## config.mk

```make
export PLATFORM = sky130hd
export DESIGN_NAME = clksel_ctrl_flat
export DESIGN_NICKNAME = d
export VERILOG_FILES = /design/src/rtl/clksel_ctrl_if.sv /design/src/rtl/clksel_ctrl.sv /design/src/flat_wrapper.sv
export SDC_FILE = /design/constraint.sdc
export NUM_CORES = 1
export LEC_CHECK = 0
export ABC_AREA = 1
export ABC_CLOCK_PERIOD_IN_PS = 5080
export CAP_MARGIN = 20
export CORE_ASPECT_RATIO = 1.5
export CORE_MARGIN = 3
export CORE_UTILIZATION = 45
export CTS_CLUSTER_DIAMETER = 120
export DETAILED_ROUTE_END_ITERATION = 8
export PLACE_DENSITY = 0.64
export REMOVE_ABC_BUFFERS = 1
export SYNTH_ARGS = -nofsm -noshare
export SYNTH_HDL_FRONTEND = slang
export SYNTH_SLANG_ARGS = --single-unit
```

## constraint.sdc

```tcl
create_clock -name clk -period 5.08 [get_ports clk]
set_input_delay 1.016 -clock clk [delete_from_list [all_inputs] [get_ports clk]]
set_output_delay 1.016 -clock clk [all_outputs]
set_load 0.02 [all_outputs]
```

## src/rtl/clksel_ctrl_if.sv

```systemverilog
// Control-side handshake between the request source and the clock-select sequencer.
interface clksel_ctrl_if;
  logic       req_valid;
  logic [1:0] req_sel;
  logic       req_ready;
  logic       busy;
  logic       done;
  logic       err;
  logic [1:0] cur_sel;

  // Requester side
  modport master (
    output req_valid, req_sel,
    input  req_ready, busy, done, err, cur_sel
  );

  // Sequencer side
  modport slave (
    input  req_valid, req_sel,
    output req_ready, busy, done, err, cur_sel
  );
endinterface

```

## src/rtl/clksel_ctrl.sv

```systemverilog
// Glitchless clock-source switch sequencer: accepts a select request, drives the
// registered clksel, lets the switch settle, then confirms the new clock by counting
// transitions of a toggle from the clkout domain. A dead clock reverts to FALLBACK_SEL.
module clksel_ctrl #(
  parameter int         SETTLE       = 16,
  parameter int         WINDOW       = 64,
  parameter int         MIN_EDGES    = 8,
  parameter logic [1:0] FALLBACK_SEL = 2'b00
) (
  input  logic         clk,
  input  logic         coldres,
  clksel_ctrl_if.slave ctl,
  input  logic         clkout_mon,
  output logic [1:0]   clksel
);

  localparam int CNT_MAX = (SETTLE > WINDOW) ? SETTLE : WINDOW;
  localparam int CW      = $clog2(CNT_MAX + 1);

  localparam logic [CW-1:0] SETTLE_LAST = CW'(SETTLE - 1);
  localparam logic [CW-1:0] WINDOW_LAST = CW'(WINDOW - 1);
  localparam logic [7:0]    EDGE_TGT    = 8'(MIN_EDGES);

  localparam logic [1:0] ST_IDLE     = 2'd0;
  localparam logic [1:0] ST_SETTLE   = 2'd1;
  localparam logic [1:0] ST_VERIFY   = 2'd2;
  localparam logic [1:0] ST_FALLBACK = 2'd3;

  logic [1:0]    state_q, state_d;
  logic [CW-1:0] cnt_q, cnt_d;
  logic [7:0]    edges_q, edges_d;
  logic [1:0]    target_q, target_d;
  logic [1:0]    clksel_q, clksel_d;
  logic [1:0]    cur_sel_q, cur_sel_d;
  logic          busy_q, busy_d;
  logic          ready_q, ready_d;
  logic          done_q, done_d;
  logic          err_q, err_d;

  // [0],[1] form the synchronizer; [2] is the history flop for edge detection
  logic [2:0] mon_q;
  logic       edge_stb;
  logic [7:0] edges_inc;

  assign edge_stb  = mon_q[1] ^ mon_q[2];
  // Saturating edge count including this cycle's strobe
  assign edges_inc = (edge_stb && (edges_q != EDGE_TGT)) ? edges_q + 8'd1 : edges_q;

  // Resynchronize the clkout-domain toggle and keep one cycle of history
  always_ff @(posedge clk) begin
    if (coldres) mon_q <= 3'b000;
    else         mon_q <= {mon_q[1:0], clkout_mon};
  end

  // Next-state logic for the switch sequence
  always_comb begin
    state_d   = state_q;
    cnt_d     = cnt_q;
    edges_d   = edges_q;
    target_d  = target_q;
    clksel_d  = clksel_q;
    cur_sel_d = cur_sel_q;
    busy_d    = busy_q;
    ready_d   = ready_q;
    done_d    = 1'b0;
    err_d     = err_q;
    case (state_q)
      ST_IDLE: begin
        if (ctl.req_valid) begin
          if (ctl.req_sel == cur_sel_q) begin
            // Already running on that source: acknowledge without touching clksel
            done_d = 1'b1;
          end else begin
            target_d = ctl.req_sel;
            clksel_d = ctl.req_sel;
            err_d    = 1'b0;
            busy_d   = 1'b1;
            ready_d  = 1'b0;
            cnt_d    = '0;
            state_d  = ST_SETTLE;
          end
        end
      end
      ST_SETTLE: begin
        if (cnt_q == SETTLE_LAST) begin
          cnt_d   = '0;
          edges_d = '0;
          state_d = ST_VERIFY;
        end else begin
          cnt_d = cnt_q + 1'b1;
        end
      end
      ST_VERIFY: begin
        cnt_d   = cnt_q + 1'b1;
        edges_d = edges_inc;
        // Success is tested first so reaching MIN_EDGES on the last window cycle still passes
        if (edges_inc == EDGE_TGT) begin
          cur_sel_d = target_q;
          done_d    = 1'b1;
          busy_d    = 1'b0;
          ready_d   = 1'b1;
          cnt_d     = '0;
          state_d   = ST_IDLE;
        end else if (cnt_q == WINDOW_LAST) begin
          clksel_d = FALLBACK_SEL;
          err_d    = 1'b1;
          cnt_d    = '0;
          state_d  = ST_FALLBACK;
        end
      end
      ST_FALLBACK: begin
        // Fallback source is trusted; just let the switch settle
        if (cnt_q == SETTLE_LAST) begin
          cur_sel_d = FALLBACK_SEL;
          done_d    = 1'b1;
          busy_d    = 1'b0;
          ready_d   = 1'b1;
          cnt_d     = '0;
          state_d   = ST_IDLE;
        end else begin
          cnt_d = cnt_q + 1'b1;
        end
      end
      default: state_d = ST_IDLE;
    endcase
  end

  // State and output registers
  always_ff @(posedge clk) begin
    if (coldres) begin
      state_q   <= ST_IDLE;
      cnt_q     <= '0;
      edges_q   <= '0;
      target_q  <= FALLBACK_SEL;
      clksel_q  <= FALLBACK_SEL;
      cur_sel_q <= FALLBACK_SEL;
      busy_q    <= 1'b0;
      ready_q   <= 1'b1;
      done_q    <= 1'b0;
      err_q     <= 1'b0;
    end else begin
      state_q   <= state_d;
      cnt_q     <= cnt_d;
      edges_q   <= edges_d;
      target_q  <= target_d;
      clksel_q  <= clksel_d;
      cur_sel_q <= cur_sel_d;
      busy_q    <= busy_d;
      ready_q   <= ready_d;
      done_q    <= done_d;
      err_q     <= err_d;
    end
  end

  assign clksel        = clksel_q;
  assign ctl.cur_sel   = cur_sel_q;
  assign ctl.busy      = busy_q;
  assign ctl.req_ready = ready_q;
  assign ctl.done      = done_q;
  assign ctl.err       = err_q;

endmodule

```

## src/flat_wrapper.sv

```systemverilog
// flat-port wrapper written by rule: the top's interface ports become plain ports
module clksel_ctrl_flat 
#(
  parameter int         SETTLE       = 16,
  parameter int         WINDOW       = 64,
  parameter int         MIN_EDGES    = 8,
  parameter logic [1:0] FALLBACK_SEL = 2'b00
)
  (clk, coldres, clkout_mon, clksel, ctl_req_valid, ctl_req_sel, ctl_req_ready, ctl_busy, ctl_done, ctl_err, ctl_cur_sel);
  clksel_ctrl_if ctl_i ();
  input  logic clk;
  input  logic coldres;
  input  logic clkout_mon;
  output logic [1:0] clksel;
  input wire logic [$bits(ctl_i.req_valid)-1:0] ctl_req_valid;
  input wire logic [$bits(ctl_i.req_sel)-1:0] ctl_req_sel;
  output wire logic [$bits(ctl_i.req_ready)-1:0] ctl_req_ready;
  output wire logic [$bits(ctl_i.busy)-1:0] ctl_busy;
  output wire logic [$bits(ctl_i.done)-1:0] ctl_done;
  output wire logic [$bits(ctl_i.err)-1:0] ctl_err;
  output wire logic [$bits(ctl_i.cur_sel)-1:0] ctl_cur_sel;
  assign ctl_i.req_valid = ctl_req_valid;
  assign ctl_i.req_sel = ctl_req_sel;
  assign ctl_req_ready = ctl_i.req_ready;
  assign ctl_busy = ctl_i.busy;
  assign ctl_done = ctl_i.done;
  assign ctl_err = ctl_i.err;
  assign ctl_cur_sel = ctl_i.cur_sel;
  clksel_ctrl #(.SETTLE(SETTLE), .WINDOW(WINDOW), .MIN_EDGES(MIN_EDGES), .FALLBACK_SEL(FALLBACK_SEL)) u_core (.clk(clk), .coldres(coldres), .ctl(ctl_i), .clkout_mon(clkout_mon), .clksel(clksel));
endmodule
```

==> flow_metrics.py, run 1 <==
metrics = {
    "outcome": {
        "status": "finished, final reports clean",
    },
    "clock_network": {
        "numClockSinks": 30,
        "clk_latency_worst_skew_pair_ns": 0.28,
        "cts-htree-levels": 2,
        "resize_count_post_cts": 0,
        "clockRootBuffer": "clkbuf_8",
        "tritoncts": "yes",
        "cts_inserted_buffers": 5,
        "max-clock-path-buffers": 2,
        "post-cts-setup-buffer-count": 0,
        "cts_hold_repair.buffers": 0,
        "worst_path_clk_slew_ns": 0.06,
    },
    "timing": {
        "worst_clock_skew_ns": 0.00576,
        "setup_viol_count_final": 0,
        "slew_violations": 0,
        "worst_pin_slew_ns": 0.719,
        "min_period_ns": 2.52,
        "slew_headroom": 0.520,
        "final-hold-violation-count": 0,
        "max_freq_mhz": 397,
        "final.setup.tns_ns": 0,
        "grt_setup_unrepaired": "no",
        "min_period_over_period": 0.495,
    },
    "global_routing": {
        "globalRouteMet1Util": 0.182,
        "grt_max_degree": 20,
        "via_count_of_the_first_global_routing_pass": 1607,
        "grt_first_pass_wirelength_um": 6770,
        "initial_antenna_violation_count": 0,
        "groute.layer.met3.usage": 0.0467,
        "grt.busiest_layer": "met2",
        "groute.usage.overall": 0.176,
        "global_route.usage.met2": 0.319,
        "grt-ovfl-total": 0,
    },
    "critical_path": {
        "cp-start-kind": "input port",
        "cp_max_fo": 9,
        "cp_data_required_time_ns": 5.22,
        "cp_data_arrival_time_ns": 2.66,
        "critPathKind": "in2reg",
        "setup.worst_path.end_class": "flop",
    },
    "placed_design": {
        "dpl-instance-area_sq_um": 1940,
        "place_hpwl_um": 2910,
        "port-buffer-count": 13,
        "place.gp.congestion": 0.838,
    },
    "die": {
        "placement_rows": 27,
        "design.portCount": 14,
        "die_area_sq_um": 4790,
        "fp.dieW_um": 57.5,
        "floorplan.initialDensity": 0.477,
        "coreArea_sq_um": 3750,
        "chipHeight_um": 83.3,
    },
    "power_and_ir_drop": {
        "gate_power_share": 0.353,
        "total_power_uw": 777,
        "power.share.clock": 0.248,
        "cellPowerDensity_nw_per_um2": 382,
        "p_switching_uw": 298,
        "power_report.internal_total_uw": 479,
        "total_leakage_power_nw": 0.938,
        "ir_worst_vdd_uv": 303,
        "seq_power_share": 0.399,
        "power.switching_fraction": 0.383,
    },
    "yosys": {
        "synth_ff_type": "dfxtp_1",
        "mappedNetlistArea_sq_um": 1790,
        "ys_ff_latch": 30,
        "seq_area_frac_synth": 0.335,
        "synth_enable_flop_cells": 0,
        "ys_types": 27,
        "synthCells": 285,
        "avgSynthCellArea_sq_um": 6.28,
        "async_reset_ff_frac": 0,
        "synth_warnings": 0,
    },
    "finish": {
        "antennaDiodeCount": 0,
        "finish.utilization": 0.542,
        "layout-area-overhead-vs-synth_pct": 13.6,
        "number_of_filler_instances_in_the_final_layout": 381,
        "final_net_count": 307,
        "drive_above_1_share": 0.0970,
        "layout.cells.most_common": "nand2_1",
        "multi_input_comb_area_sq_um": 1000,
        "finalInstanceArea_sq_um": 2030,
        "regArea_sq_um": 601,
        "layout.cells.most_common_list": "97 x nand2_1, 34 x inv_1, 32 x nor2_1",
    },
    "routing": {
        "route.detailed.drc": 0,
        "post_drt_wl_per_cell_um": 11.0,
        "antenna_left": 0,
        "vias_per_cell": 4.97,
        "initialDrtViolationCount": 71,
        "detail_route.wirelength_um": 3750,
        "detail_route.first_pass.iterations": 4,
        "num_vias": 1699,
    },
    "min_path": {
        "hold_path.class": "reg2reg",
    },
    "job": {
        "max-cap-violations": 0,
    },
}
[flip-flops by register name (all words and copies together) (netlist names)]
signal,flops
u_core.ctl.done,1
u_core.ctl.busy,1
u_core.cnt_q,7
u_core.ctl.err,1
u_core.edges_q,8
u_core.mon_q,3
u_core.ctl.cur_sel,2
u_core.target_q,2
u_core.state_q,2
u_core.clksel,2
u_core.ctl.req_ready,1
[cell families (layout without fill, tap and decap cells)]
| kind of cell | after synthesis | in the layout | synth area share |
|---|---|---|---|
| xor gates and xnor gates | 8 | 8 | 0.0433 |
| buffers and inverters | 48 | 62 | 0.104 |
| adders and majority gates | 3 | 3 | 0.0210 |
| DFF | 30 | 30 | 0.335 |
| and+or+nand+nor | 165 | 165 | 0.393 |
| AOI/OAI and AO/OA | 31 | 31 | 0.103 |
[critical path, stage by stage]
cell and delay, ns:
clkdlybuf4s50_1 0.43, xnor2_1 0.14, nand3_1 0.11, nand2_1 0.22, a21oi_2 0.25, nand2_1 0.16
o21ai_2 0.11, nand2_2 0.09, nand2_1 0.08, a21oi_2 0.05
[cell usage after synthesis (3+ instances only)]
library cell,count,area [sq um]
a21oi_2,3,26.3
nand2_1,97,364
clkbuf_1,3,11.3
nand3_1,23,115
nor2_2,4,25.0
nand4_1,4,25.0
ha_1,3,37.5
o21ai_2,3,26.3
xnor2_1,3,26.3
nor2_1,32,120
inv_2,6,22.5
dfxtp_1,30,601
a21oi_1,14,70.1
inv_1,34,128
o21ai_1,6,30.0
xor2_1,4,35.0
[power by group through the flow]
| stage | registers [mW] | logic [mW] | clock network [mW] |
|---|---|---|---|
| 2_1_floorplan | 0.324 | 0.177 | 0 |
| 3_3_place_gp | 0.317 | 0.275 | 0 |
| 3_5_place_dp | 0.315 | 0.275 | 0 |
| 4_1_cts | 0.310 | 0.276 | 0.202 |
| 5_1_grt | 0.315 | 0.309 | 0.209 |
| 6_report | 0.310 | 0.274 | 0.192 |
[final timing paths]
| check | start | endpoint | slack, ns | cells past startpoint |
|---|---|---|---|---|
| worst min register to register | u_core.mon_q[0] | u_core.mon_q[1] | 0.40 | 2 |
| worst max register to register | u_core.edges_q[1] | u_core.cnt_q[6] | 2.99 | 14 |
| worst max-delay path | ctl_req_sel[0] | u_core.clksel[1] | 2.56 | 10 |
| worst min-delay path | u_core.mon_q[0] | u_core.mon_q[1] | 0.40 | 2 |
[layout make-up]
type                       instances  area share
multi-input combinational        207       0.494
tap                               43      0.0265
clock buffer                       7      0.0425
timing repair buffer              13      0.0640
inverter                          41      0.0757
clock inverter                     1     0.00246
sequential                        30       0.295
[layer usage]
metal / wire length (um) / vias to the layer above
li1: - / 913
met1: 1580 / 754
met2: 1980 / 20
met3: 97 / 12
met4: 97 / 0
met5: 0 / -
[through the flow]
step                std cells  hold slack (ns)  setup WS [ns]
floorplan                 278            0.388           2.98
global placement          334            0.389           2.31
detailed placement        334            0.396           2.27
CTS                       342            0.405           2.56
global route              342            0.445           2.39
finish                    342            0.401           2.56
Note: power is estimated with default switching activity, not from simulation.
==> run 2, diff against run 1 <==
ABC_CLOCK_PERIOD_IN_PS = 2000   (was 5080)
PLACE_DENSITY = 0.67   (was 0.64)
clock period = 2 ns   (was 5.08 ns; I/O delays follow)
==> run 2 against run 1 <==
  * Via count is 3.5% higher
  * Total power grew to 2.7 times the previous value
  * Non-clock buffer count is 13 higher
  * Combinational power grew to 3.1 times the previous value
  * Clock power grew to 2.5 times the previous value
  * Global-route usage is 0.26 points higher
  * Critical path depth is 1 higher
  * Final cell count is 3.8% higher
  * Final area is 9.1% higher
  * Sequential power is 140% higher
  * Clock skew hardly changed
  * Register-to-register slack worse by 2.9 ns
  * Largest cell class unchanged
  * Largest power group is now combinational logic
==> flow_metrics.py, run 2 (synthesized netlist as in run 1, its figures left out) <==
metrics = {
    "outcome": {
        "status": "finished, final reports clean",
    },
    "clock_network": {
        "cts_inserted_buffers": 5,
        "worst_path_clk_slew_ns": 0.06,
        "clk_latency_worst_skew_pair_ns": 0.27,
        "cts-htree-levels": 2,
        "clockRootBuffer": "clkbuf_8",
        "tritoncts": "yes",
        "max-clock-path-buffers": 2,
        "numClockSinks": 30,
    },
    "routing": {
        "antenna_left": 0,
        "vias_per_cell": 4.95,
        "initialDrtViolationCount": 77,
        "detail_route.first_pass.iterations": 4,
        "highest-signal-layer": "met4",
        "total_length_of_routed_met2_wires_um": 2120,
        "post_drt_wl_per_cell_um": 11.3,
        "wl_met3_um": 97,
        "route.detailed.drc": 0,
        "met1Wirelength_um": 1680,
        "num_vias": 1758,
        "detail_route.wirelength_um": 4000,
    },
    "finish": {
        "largest_register_ff_count": 8,
        "layout.cells.most_common_list": "92 x nand2_1, 31 x inv_1, 28 x nor2_1",
        "fin_cells": 355,
        "layout-area-overhead-vs-synth_pct": 23.9,
        "antennaDiodeCount": 0,
        "drive_above_1_share": 0.192,
        "final_net_count": 320,
        "layout.cells.most_common": "nand2_1",
        "registers_with_the_highest_flip_flop_counts": "u_core.edges_q x8, u_core.cnt_q x7, u_core.mon_q x3",
        "regMostFlops": "u_core.edges_q",
    },
    "critical_path": {
        "critPathKind": "reg2reg",
        "cpMostUsedCell": "nand2_1",
        "cp-start-kind": "flop",
        "critical_path_buf_inv_count": 1,
        "crit_path_cell_trace": "ha_1 > buf_4 > xor2_1 > nand3_1 > nand2_1 > nor2_2 > nand2_1 > o21ai_4 > nand3_2 > nand2_1 > nand3_1",
        "cp_data_required_time_ns": 2.15,
        "setup.worst_path.end_class": "flop",
        "crit_family": "simple AND/OR/NAND/NOR gates",
        "critPathSlowestCell": "dfxtp_4",
        "cp_slowest_stage_delay_ns": 0.36,
        "cp_data_arrival_time_ns": 2.01,
        "cp_max_fo": 5,
    },
    "power_and_ir_drop": {
        "cellPowerDensity_nw_per_um2": 948,
        "total_power_mw": 2.10,
        "total_leakage_power_nw": 1.01,
        "ir_worst_vdd_uv": 837,
    },
    "die": {
        "die_area_sq_um": 4790,
        "floorplan.initialDensity": 0.477,
        "fp.dieW_um": 57.5,
        "coreArea_sq_um": 3750,
        "design.portCount": 14,
        "chipHeight_um": 83.3,
        "placement_rows": 27,
    },
    "placed_design": {
        "place.gp.congestion": 0.915,
        "place_hpwl_um": 2970,
        "port-buffer-count": 13,
        "place.detailed.instances": 347,
    },
    "global_routing": {
        "via_count_of_the_first_global_routing_pass": 1703,
        "grt_first_pass_wirelength_um": 6930,
        "grt_max_degree": 19,
        "groute.usage.overall": 0.178,
        "grt-ovfl-total": 0,
        "initial_antenna_violation_count": 0,
    },
    "timing": {
        "final-hold-violation-count": 0,
        "min_period_ns": 1.86,
        "setup_viol_count_final": 0,
        "hold_slack_ns": 0.414,
        "worst_clock_skew_ns": 0.00540,
        "slew_violations": 0,
        "slew_headroom": 0.748,
        "worst_pin_slew_ns": 0.378,
        "max_freq_mhz": 537,
        "min_period_over_period": 0.930,
    },
    "job": {
        "max-cap-violations": 0,
    },
    "min_path": {
        "hold_path.class": "reg2reg",
    },
}
run 2: cell types whose count changed in the layout (fill, tap and decap cells not counted), moves of 3 or more:
| cell | delta |
|---|---|
| inv_1 | -3 |
| nand2_2 | +4 |
| dfxtp_1 | -5 |
| nor2_1 | -4 |
| nand2_1 | -5 |
| inv_2 | +3 |
| dfxtp_2 | +3 |
| buf_4 | +12 |
run 2: final timing paths:
check               startpoint                   end  slack, ns  depth (start not counted)
max          u_core.edges_q[0]  u_core.ctl.req_ready       0.14                         11
min            u_core.mon_q[0]       u_core.mon_q[1]       0.41                          2
max reg2reg  u_core.edges_q[0]  u_core.ctl.req_ready       0.14                         11
min reg2reg    u_core.mon_q[0]       u_core.mon_q[1]       0.41                          2
run 2: through the flow:
step	setup TNS, ns	utilization	instance area [sq um]	worst slack [ns]
floorplan	0	-	1760	0.212
global placement	0	0.544	2040	0.0208
detailed placement	0	0.544	2040	0.00103
CTS	0	0.569	2130	0.0338
global route	-0.00943	0.592	2220	-0.00486
finish	0	0.592	2220	0.139
run 2: final cells by class:
| class | instances | area, sq um |
|---|---|---|
| clock buffer | 7 | 86.3 |
| clock inverter | 1 | 5.00 |
| fill | 364 | 1530 |
| inverter | 41 | 154 |
| multi-input combinational | 207 | 1080 |
| sequential | 30 | 612 |
| tap | 43 | 53.8 |
| timing repair buffer | 26 | 231 |
run 2: metal layers:
layer,vias up,GRT usage
li1,937,-
met4,0,0.0907
met3,9,0.0280
met1,776,0.203
met5,-,0
met2,36,0.309
run 2: worst min-delay path, delay by kind of cell, from the launching register on:
family	cells	cell delay, ns
buffers and inverters	1	0.04
flip-flops	1	0.30
AND/OR/NAND/NOR	1	0.03
run 2: where the power goes:
part	switching, mW	internal (mW)
Clock	0.211	0.277
Combinational	0.516	0.345
Sequential	0.0626	0.691
Total	0.790	1.31
run 2: what timing repair did:
item | in CTS | in global routing
buffers inserted | 0 | 0
gates resized for setup | 1 | 28
pin swaps | 0 | 6
setup endpoints to repair | 1 | 17
hold buffers | 0 | 0
